## config.mk

```make
export PLATFORM = sky130hd
export DESIGN_NAME = fpga_cfg_loader
export DESIGN_NICKNAME = d
export VERILOG_FILES = /design/src/rtl/fpga_cfg_loader.sv
export SDC_FILE = /design/constraint.sdc
export NUM_CORES = 2
export LEC_CHECK = 0
export ABC_CLOCK_PERIOD_IN_PS = 3400
export CAP_MARGIN = 20
export CORE_AREA = 2 2 407 409
export CTS_CLUSTER_SIZE = 20
export DETAILED_ROUTE_END_ITERATION = 16
export DIE_AREA = 0 0 409 411
export GPL_TIMING_DRIVEN = 0
export PLACE_DENSITY = 0.59
export SLEW_MARGIN = 20
export SYNTH_ARGS = -nofsm -noshare
export SYNTH_HDL_FRONTEND = slang
export SYNTH_SLANG_ARGS = --single-unit
```

## constraint.sdc

```tcl
create_clock -name clock -period 3.4 [get_ports clock]
set_input_delay 0.34 -clock clock [delete_from_list [all_inputs] [get_ports clock]]
set_output_delay 0.34 -clock clock [all_outputs]
set_load 0.03 [all_outputs]
```

## src/rtl/fpga_cfg_loader.sv

```systemverilog
// rtl/fpga_cfg_loader.sv - stream-fed configuration loader for the fpga fabric
//
// Purpose: accepts NUM_WORDS configuration words from a valid/ready stream,
// writes each into the fabric with a one-hot strobe, verifies a trailing XOR
// checksum word, then enables the fabric flip-flops and signals ready after
// programmable settle delays. Re-triggerable with start from DONE or ERROR.
//
// Ports:
//   clock       in   rising-edge clock
//   rst         in   synchronous active-high reset
//   start       in   single-cycle (re)configure request, ignored while busy
//   s_data      in   CFG_W stream word
//   s_valid     in   stream word valid
//   s_ready     out  loader accepts a beat this cycle
//   configs_in  out  CFG_W word presented to the fabric
//   configs_en  out  NUM_WORDS one-hot write strobe
//   ff_en       out  fabric flip-flop enable
//   rdy         out  configuration complete, fabric running
//   busy        out  high except in IDLE, DONE, ERROR
//   err         out  checksum mismatch, sticky until start or rst
module fpga_cfg_loader #(
  parameter int CFG_W         = 384,
  parameter int NUM_WORDS     = 267,
  parameter int SETTLE_CYCLES = 10,
  parameter int RDY_DELAY     = 10
) (
  input  logic                 clock,
  input  logic                 rst,
  input  logic                 start,
  input  logic [CFG_W-1:0]     s_data,
  input  logic                 s_valid,
  output logic                 s_ready,
  output logic [CFG_W-1:0]     configs_in,
  output logic [NUM_WORDS-1:0] configs_en,
  output logic                 ff_en,
  output logic                 rdy,
  output logic                 busy,
  output logic                 err
);

  localparam int IDX_W   = (NUM_WORDS > 1) ? $clog2(NUM_WORDS) : 1;
  localparam int CNT_MAX = (SETTLE_CYCLES > RDY_DELAY) ? SETTLE_CYCLES : RDY_DELAY;
  localparam int CNT_W   = (CNT_MAX > 1) ? $clog2(CNT_MAX) : 1;

  typedef enum logic [3:0] {
    IDLE, LOAD, STROBE, CHECK, EVAL, SETTLE, WAITRDY, DONE, ERROR
  } state_e;

  state_e               state_q, state_d;
  logic [IDX_W-1:0]     idx_q, idx_d;
  logic [CFG_W-1:0]     acc_q, acc_d;
  logic [CFG_W-1:0]     chk_q, chk_d;
  logic [CNT_W-1:0]     cnt_q, cnt_d;
  logic [CFG_W-1:0]     configs_in_q, configs_in_d;
  logic [NUM_WORDS-1:0] configs_en_q, configs_en_d;
  logic                 s_ready_q, s_ready_d;
  logic                 ff_en_q, ff_en_d;
  logic                 rdy_q, rdy_d;
  logic                 busy_q, busy_d;
  logic                 err_q, err_d;
  logic                 beat;
  logic [NUM_WORDS-1:0] one_w;

  assign beat = s_valid && s_ready_q;

  always_comb begin
    state_d      = state_q;
    idx_d        = idx_q;
    acc_d        = acc_q;
    chk_d        = chk_q;
    cnt_d        = cnt_q;
    configs_in_d = configs_in_q;

    unique case (state_q)
      IDLE, DONE, ERROR: begin
        if (start) begin
          state_d = LOAD;
          idx_d   = '0;
          acc_d   = '0;
        end
      end
      LOAD: begin
        if (beat) begin
          configs_in_d = s_data;
          acc_d        = acc_q ^ s_data;
          state_d      = STROBE;
        end
      end
      STROBE: begin
        if (idx_q == IDX_W'(NUM_WORDS - 1)) begin
          state_d = CHECK;
        end else begin
          idx_d   = idx_q + IDX_W'(1);
          state_d = LOAD;
        end
      end
      CHECK: begin
        if (beat) begin
          chk_d   = s_data;
          state_d = EVAL;
        end
      end
      EVAL: begin
        if (acc_q == chk_q) begin
          state_d = SETTLE;
          cnt_d   = CNT_W'(SETTLE_CYCLES - 1);
        end else begin
          state_d = ERROR;
        end
      end
      SETTLE: begin
        if (cnt_q == '0) begin
          state_d = WAITRDY;
          cnt_d   = CNT_W'(RDY_DELAY - 1);
        end else begin
          cnt_d = cnt_q - CNT_W'(1);
        end
      end
      WAITRDY: begin
        if (cnt_q == '0) state_d = DONE;
        else             cnt_d   = cnt_q - CNT_W'(1);
      end
      default: state_d = IDLE;
    endcase

    // Outputs are registered from the next state so they line up with the
    // state they describe rather than lagging it by a cycle.
    one_w        = '0;
    one_w[0]     = 1'b1;
    configs_en_d = (state_d == STROBE) ? (one_w << idx_d) : '0;
    s_ready_d    = (state_d == LOAD) || (state_d == CHECK);
    ff_en_d      = (state_d == WAITRDY) || (state_d == DONE);
    rdy_d        = (state_d == DONE);
    err_d        = (state_d == ERROR);
    busy_d       = !((state_d == IDLE) || (state_d == DONE) || (state_d == ERROR));
  end

  always_ff @(posedge clock) begin
    if (rst) begin
      state_q      <= IDLE;
      idx_q        <= '0;
      acc_q        <= '0;
      chk_q        <= '0;
      cnt_q        <= '0;
      configs_in_q <= '0;
      configs_en_q <= '0;
      s_ready_q    <= 1'b0;
      ff_en_q      <= 1'b0;
      rdy_q        <= 1'b0;
      busy_q       <= 1'b0;
      err_q        <= 1'b0;
    end else begin
      state_q      <= state_d;
      idx_q        <= idx_d;
      acc_q        <= acc_d;
      chk_q        <= chk_d;
      cnt_q        <= cnt_d;
      configs_in_q <= configs_in_d;
      configs_en_q <= configs_en_d;
      s_ready_q    <= s_ready_d;
      ff_en_q      <= ff_en_d;
      rdy_q        <= rdy_d;
      busy_q       <= busy_d;
      err_q        <= err_d;
    end
  end

  assign s_ready    = s_ready_q;
  assign configs_in = configs_in_q;
  assign configs_en = configs_en_q;
  assign ff_en      = ff_en_q;
  assign rdy        = rdy_q;
  assign busy       = busy_q;
  assign err        = err_q;

endmodule

```

Word-level counts from Yosys, hierarchy flattened

Cells that the tools add are included.

Bits in registers: 1,441
Bits of input ports: 388
Output and inout port bits: 656
Word-level logic and storage cells: 72

$add $sub $neg: 2
Eq/ne operators: 20
Shift-type cells: 1
Mux-type cells: 18
Bitwise operators: 2
Reductions and logical operators: 17

Operators with widths:

| cell                  | count |
|---|---|
| $mux 384              | 2 |
| $pmux 384 s2          | 1 |
| $eq 384x384->1        | 1 |
| $xor 384x384->384     | 1 |
| $shl 1x9->267 const A | 1 |
| $mux 4                | 9 |
| $pmux 4 s7            | 1 |
| $eq 4x3->1 const B    | 6 |
| $mux 9                | 2 |
| $pmux 9 s2            | 1 |
| $eq 4x2->1 const B    | 4 |
| $logic_not 4->1       | 3 |
| $pmux 4 s3            | 1 |
| $add 9x1->9 const B   | 1 |
| $eq 9x9->1 const B    | 1 |
| $eq 4x1->1 const B    | 2 |
| $eq 4x4->1 const B    | 2 |
| $ne 2x2->1 const B    | 4 |
| $reduce_and 3->1      | 2 |
| $logic_or 1x1->1      | 4 |
| $reduce_and 2->1      | 2 |
| $sub 4x1->4 const B   | 1 |
| $reduce_bool 3->1     | 1 |
| $reduce_or 3->1       | 1 |
| 6 further kinds       | 6 |

Depth between registers and ports, before layout

Depth after elaboration: 7
Mapped depth: 12
Mapped depth without buffers: 10

Worst setup path after synthesis

OpenSTA, ideal clock, no wires.

Kind: register to register
From: register cnt_q[0]
To: register configs_en_q[113] (netlist: configs_en[113])
Data arrival time: 2.330 ns
Slack: 1.006 ns
Stages on the path, launching flop included: 13
Path buffers: 2
Period minus slack after synthesis: 2.394 ns
Cells stage by stage: dfxtp_1 -> inv_1 -> ha_1 -> nor3b_1 -> mux2i_1 -> a211oi_1 -> nor2_1 -> nand4b_1 -> nor3_2 -> buf_4 -> nand2_2 -> buf_2 -> nor2_1

Longest elaborated chain between the ends: 6

RTL lines:

| what                             | line     | RTL |
|---|---|---|
| start: declaration               | 53       | `logic [CNT_W-1:0] cnt_q, cnt_d;` |
| start signal: assignment         | 157      | `cnt_q <= cnt_d;` |
| $logic_not 4->1 *                | 112, 120 |  |
| $mux 4, on equally long branches | 120, 112 |  |
| $pmux 4 s7 *                     | 74       | `unique case (state_q)` |
| $eq 4x2->1 *                     | 130      | `configs_en_d = (state_d == STROBE) ? (one_w << idx_d) : '0;` |
| $not 1->1 (no line) *            | n/a      |  |
| $reduce_or 2->1 (no line) *      | n/a      |  |
| end signal: assignment           | 159      | `configs_en_q <= configs_en_d;` |
| end: declaration                 | 55       | `logic [NUM_WORDS-1:0] configs_en_q, configs_en_d;` |

Every way passes the cells marked *; elsewhere a longest branch is shown, timed or not.
A chain may end at the register's enable or synchronous reset.

Final worst setup path

From: register chk_q[97]
To: register busy_q (netlist: busy)

Longest elaborated chain between the ends: 7

RTL lines:

| what                                                 | line | RTL |
|---|---|---|
| start: declaration                                   | 52   | `logic [CFG_W-1:0] chk_q, chk_d;` |
| start signal: assignment                             | 156  | `chk_q <= chk_d;` |
| $eq 384x384->1 *                                     | 104  | `if (acc_q == chk_q) begin` |
| $mux 4 *                                             | 104  |  |
| $pmux 4 s7 *                                         | 74   |  |
| $eq 4x3->1 / $logic_not 4->1 (equally long branches) | 135  | `busy_d = !((state_d == IDLE) \|\| (state_d == DONE) \|\| (state_d == ERROR));` |
| $logic_or 1x1->1                                     | 135  |  |
| $logic_or 1x1->1 *                                   | 135  |  |
| $logic_not 1->1 *                                    | 135  |  |
| end signal: assignment                               | 163  | `busy_q <= busy_d;` |
| end: declaration                                     | 59   | `logic busy_q, busy_d;` |

Marks and branches as above.

==> out/metrics.cfg <==
[sta]
setup_tns_ps=0
fmax_ghz=0.298
report.final.slew_viol_count=0
slew_headroom=0.304
finalSetupViolations=0
hold_viol=0
worst_pin_slew_ps=1040
rsz0062_at_grt=false
period_minus_slack_ps=3350
layout_worst_path_cycle_share=0.987
skew_ps=56.6

[route]
first_pass_iters=6
vias_per_cell=4.82
drt_iter0_drc=3862
wl_per_cell_um=24.2
vias=47454
remaining_drc_errors=0
wl_mm=239
ant_nets=0

[synthesis]
yosys_most_used_dff=dfxtp_1
synth_edf_count=0
yosys_register_bits=1441
synthCells=6310
ys_top_cells_by_area=dfxtp_1, nand2_1, a21oi_1, xor2_1, xnor2_1
ys_seq_area_frac=0.545
synth_top_cell_by_area=dfxtp_1
synthMuxAreaShare=0.000189
synth_compound_area_frac=0.0808
yosysUniqueCellTypes=66
syn-num-nets=6702
async_flop_share=0
yosys_warnings=0
synth_xor_area_frac=0.128
synthAdderAreaFrac=0.000946
synth_area_mm2=0.0529
synth_top_area_share=0.545
synth_top_family_by_area=simple AND/OR/NAND/NOR gates
syn-mean-instance-area_um2=8.38
synth-simple-area-share=0.216

[pwr]
internal_power_mw=28.8
p_sw_mw=10.3
p_comb_frac=0.101
swShare=0.264
leakage_nw=24.5
seq_power_share=0.451
ir_worst_vdd_mv=0.501
power_density_mw_per_mm2=545
p_clk_frac=0.448

[floorplan]
start_util=0.323
die_area_mm2=0.168
fp.dieH_um=411
dieWidth_um=409
rows=149
io_pins=1044
core_area_mm2=0.164

[clock_tree]
ctsHoldBuffers=0
cts_tree=done
clk_pin_slew_ps=60
cts_sinks=1441
cts_root_buffer=clkbuf_16
htreeDepth=4
clockBufferDepth=3
worstSkewPairLatency_ps=790
cts_buffers=159

[status]
status=complete, no violations

[global_routing]
grt_pass1_vias=45328
grt_pass1_wl_mm=328
grt.total_usage=0.272
antenna_found_initial=35
grt_max_degree=17
gr-total-overflow=0

[finish]
multi_input_area_mm2=0.0228
fin_cells=9838
design_area_mm2=0.0717
final_common_cell=nand2_1
nets=7909
mostFrequentLayoutCells=nand2_1, dfxtp_1, clkdlybuf4s50_1
drive_gt1_frac=0.0486
syn_to_final_growth_pct=35.6
fillers=15932
layout.area.seq_mm2=0.0288
utilization=0.438

[placed_design]
hpwl_mm=193
port_buffers=1042
place_congestion=0.940
placed_cells=9546
placed_cell_area_mm2=0.0662

[critical_path]
arrival_ps=3980
startpoint_type=register
reg2regPathDepth=9
worstPathRequired_ps=4030
critPathCaptureType=register
crit_fanout=7
crit_type=reg -> reg

[worst_hold_path]
whs_path_depth=4
hold_class=in -> reg

[flow_run]
maxCapViolations=0

state kept, by name, indices dropped and copies added, names as in the netlist:
| signal | flops |
|---|---|
| acc_q | 384 |
| chk_q | 384 |
| configs_in | 384 |
| configs_en | 267 |
| idx_q | 9 |
| cnt_q | 4 |
| state_q | 4 |
| busy | 1 |
| err | 1 |
| ff_en | 1 |
| rdy | 1 |
| s_ready | 1 |
logic make-up after synthesis:
kind of cell	after synthesis
flops	1441
buf+inv	379
fa+ha+maj	4
mux	1
compound gates	829
xor+xnor	771
simple gates	2885
what timing repair did:
item                                    4_1_cts  5_1_grt
endpoints found under the setup margin      257      320
setup buffers                                 0        1
pin swaps                                     2        2
gates resized for setup                      29       23
cells in the mapped netlist (all sizes together) (4+ instances only):
| library cell | n |
|---|---|
| or2 | 4 |
| nand2b | 11 |
| o21ai | 10 |
| clkbuf | 312 |
| o22ai | 5 |
| buf | 57 |
| ha | 4 |
| dfxtp | 1441 |
| xor2 | 386 |
| a31oi | 8 |
| a21oi | 780 |
| nand3 | 20 |
| nor3 | 37 |
| nand4 | 103 |
| nor4 | 29 |
| xnor2 | 385 |
| inv | 10 |
| nor2 | 667 |
| nand2 | 1999 |
| a21o | 5 |
metrics by stage:
stage	worst slack (ps)	hold slack (ps)	power (mW)
after floorplan	1010	449	19.8
after global placement	-2300	441	21.8
after detailed placement	-1150	446	21.9
after CTS	7.51	69.1	39.3
after global routing	1.10	165	40.2
final	45.5	126	39.1
critical path: stages (launching register included):
cell and delay, ps:
dfxtp_1 330, xnor2_1 540, nand4_1 250, nor4_4 510
nand4_1 330, nor4_4 320, buf_4 200, nand4_1 310
a21boi_0 300, a311oi_1 70
path summary, 6_finish.rpt:
kind	from	slack, ps	end
worst max register to register	chk_q[97]	50	busy
worst max-delay path	chk_q[97]	50	busy
worst min register to register	configs_in[367]	450	configs_in[367]
worst min-delay path	start	130	state_q[3]
metal layers:
metal / track usage / routed length, um / vias up
li1: - / - / 22469
met1: 0.325 / 94200 / 22762
met2: 0.474 / 117000 / 1863
met3: 0.0587 / 17200 / 346
met4: 0.108 / 10100 / 14
met5: 0 / 92 / -
power groups by stage:
stage / Combinational [mW] / Sequential [mW] / Clock, mW
3_3_place_gp: 3.87 / 17.9 / 0
2_1_floorplan: 1.66 / 18.1 / 0
6_report: 3.96 / 17.6 / 17.5
3_5_place_dp: 3.90 / 18.0 / 0
4_1_cts: 3.95 / 17.6 / 17.7
5_1_grt: 4.17 / 17.6 / 18.4
layout make-up:
cell class,count,area share
sequential,1441,0.402
multi-input combinational,4490,0.318
timing repair buffer,1048,0.147
clock buffer,238,0.0650
tap,2189,0.0382
buffer,367,0.0207
clock inverter,46,0.00855
inverter,10,0.000523
antenna,9,0.000314
Note: power is estimated with default switching activity, not from simulation.
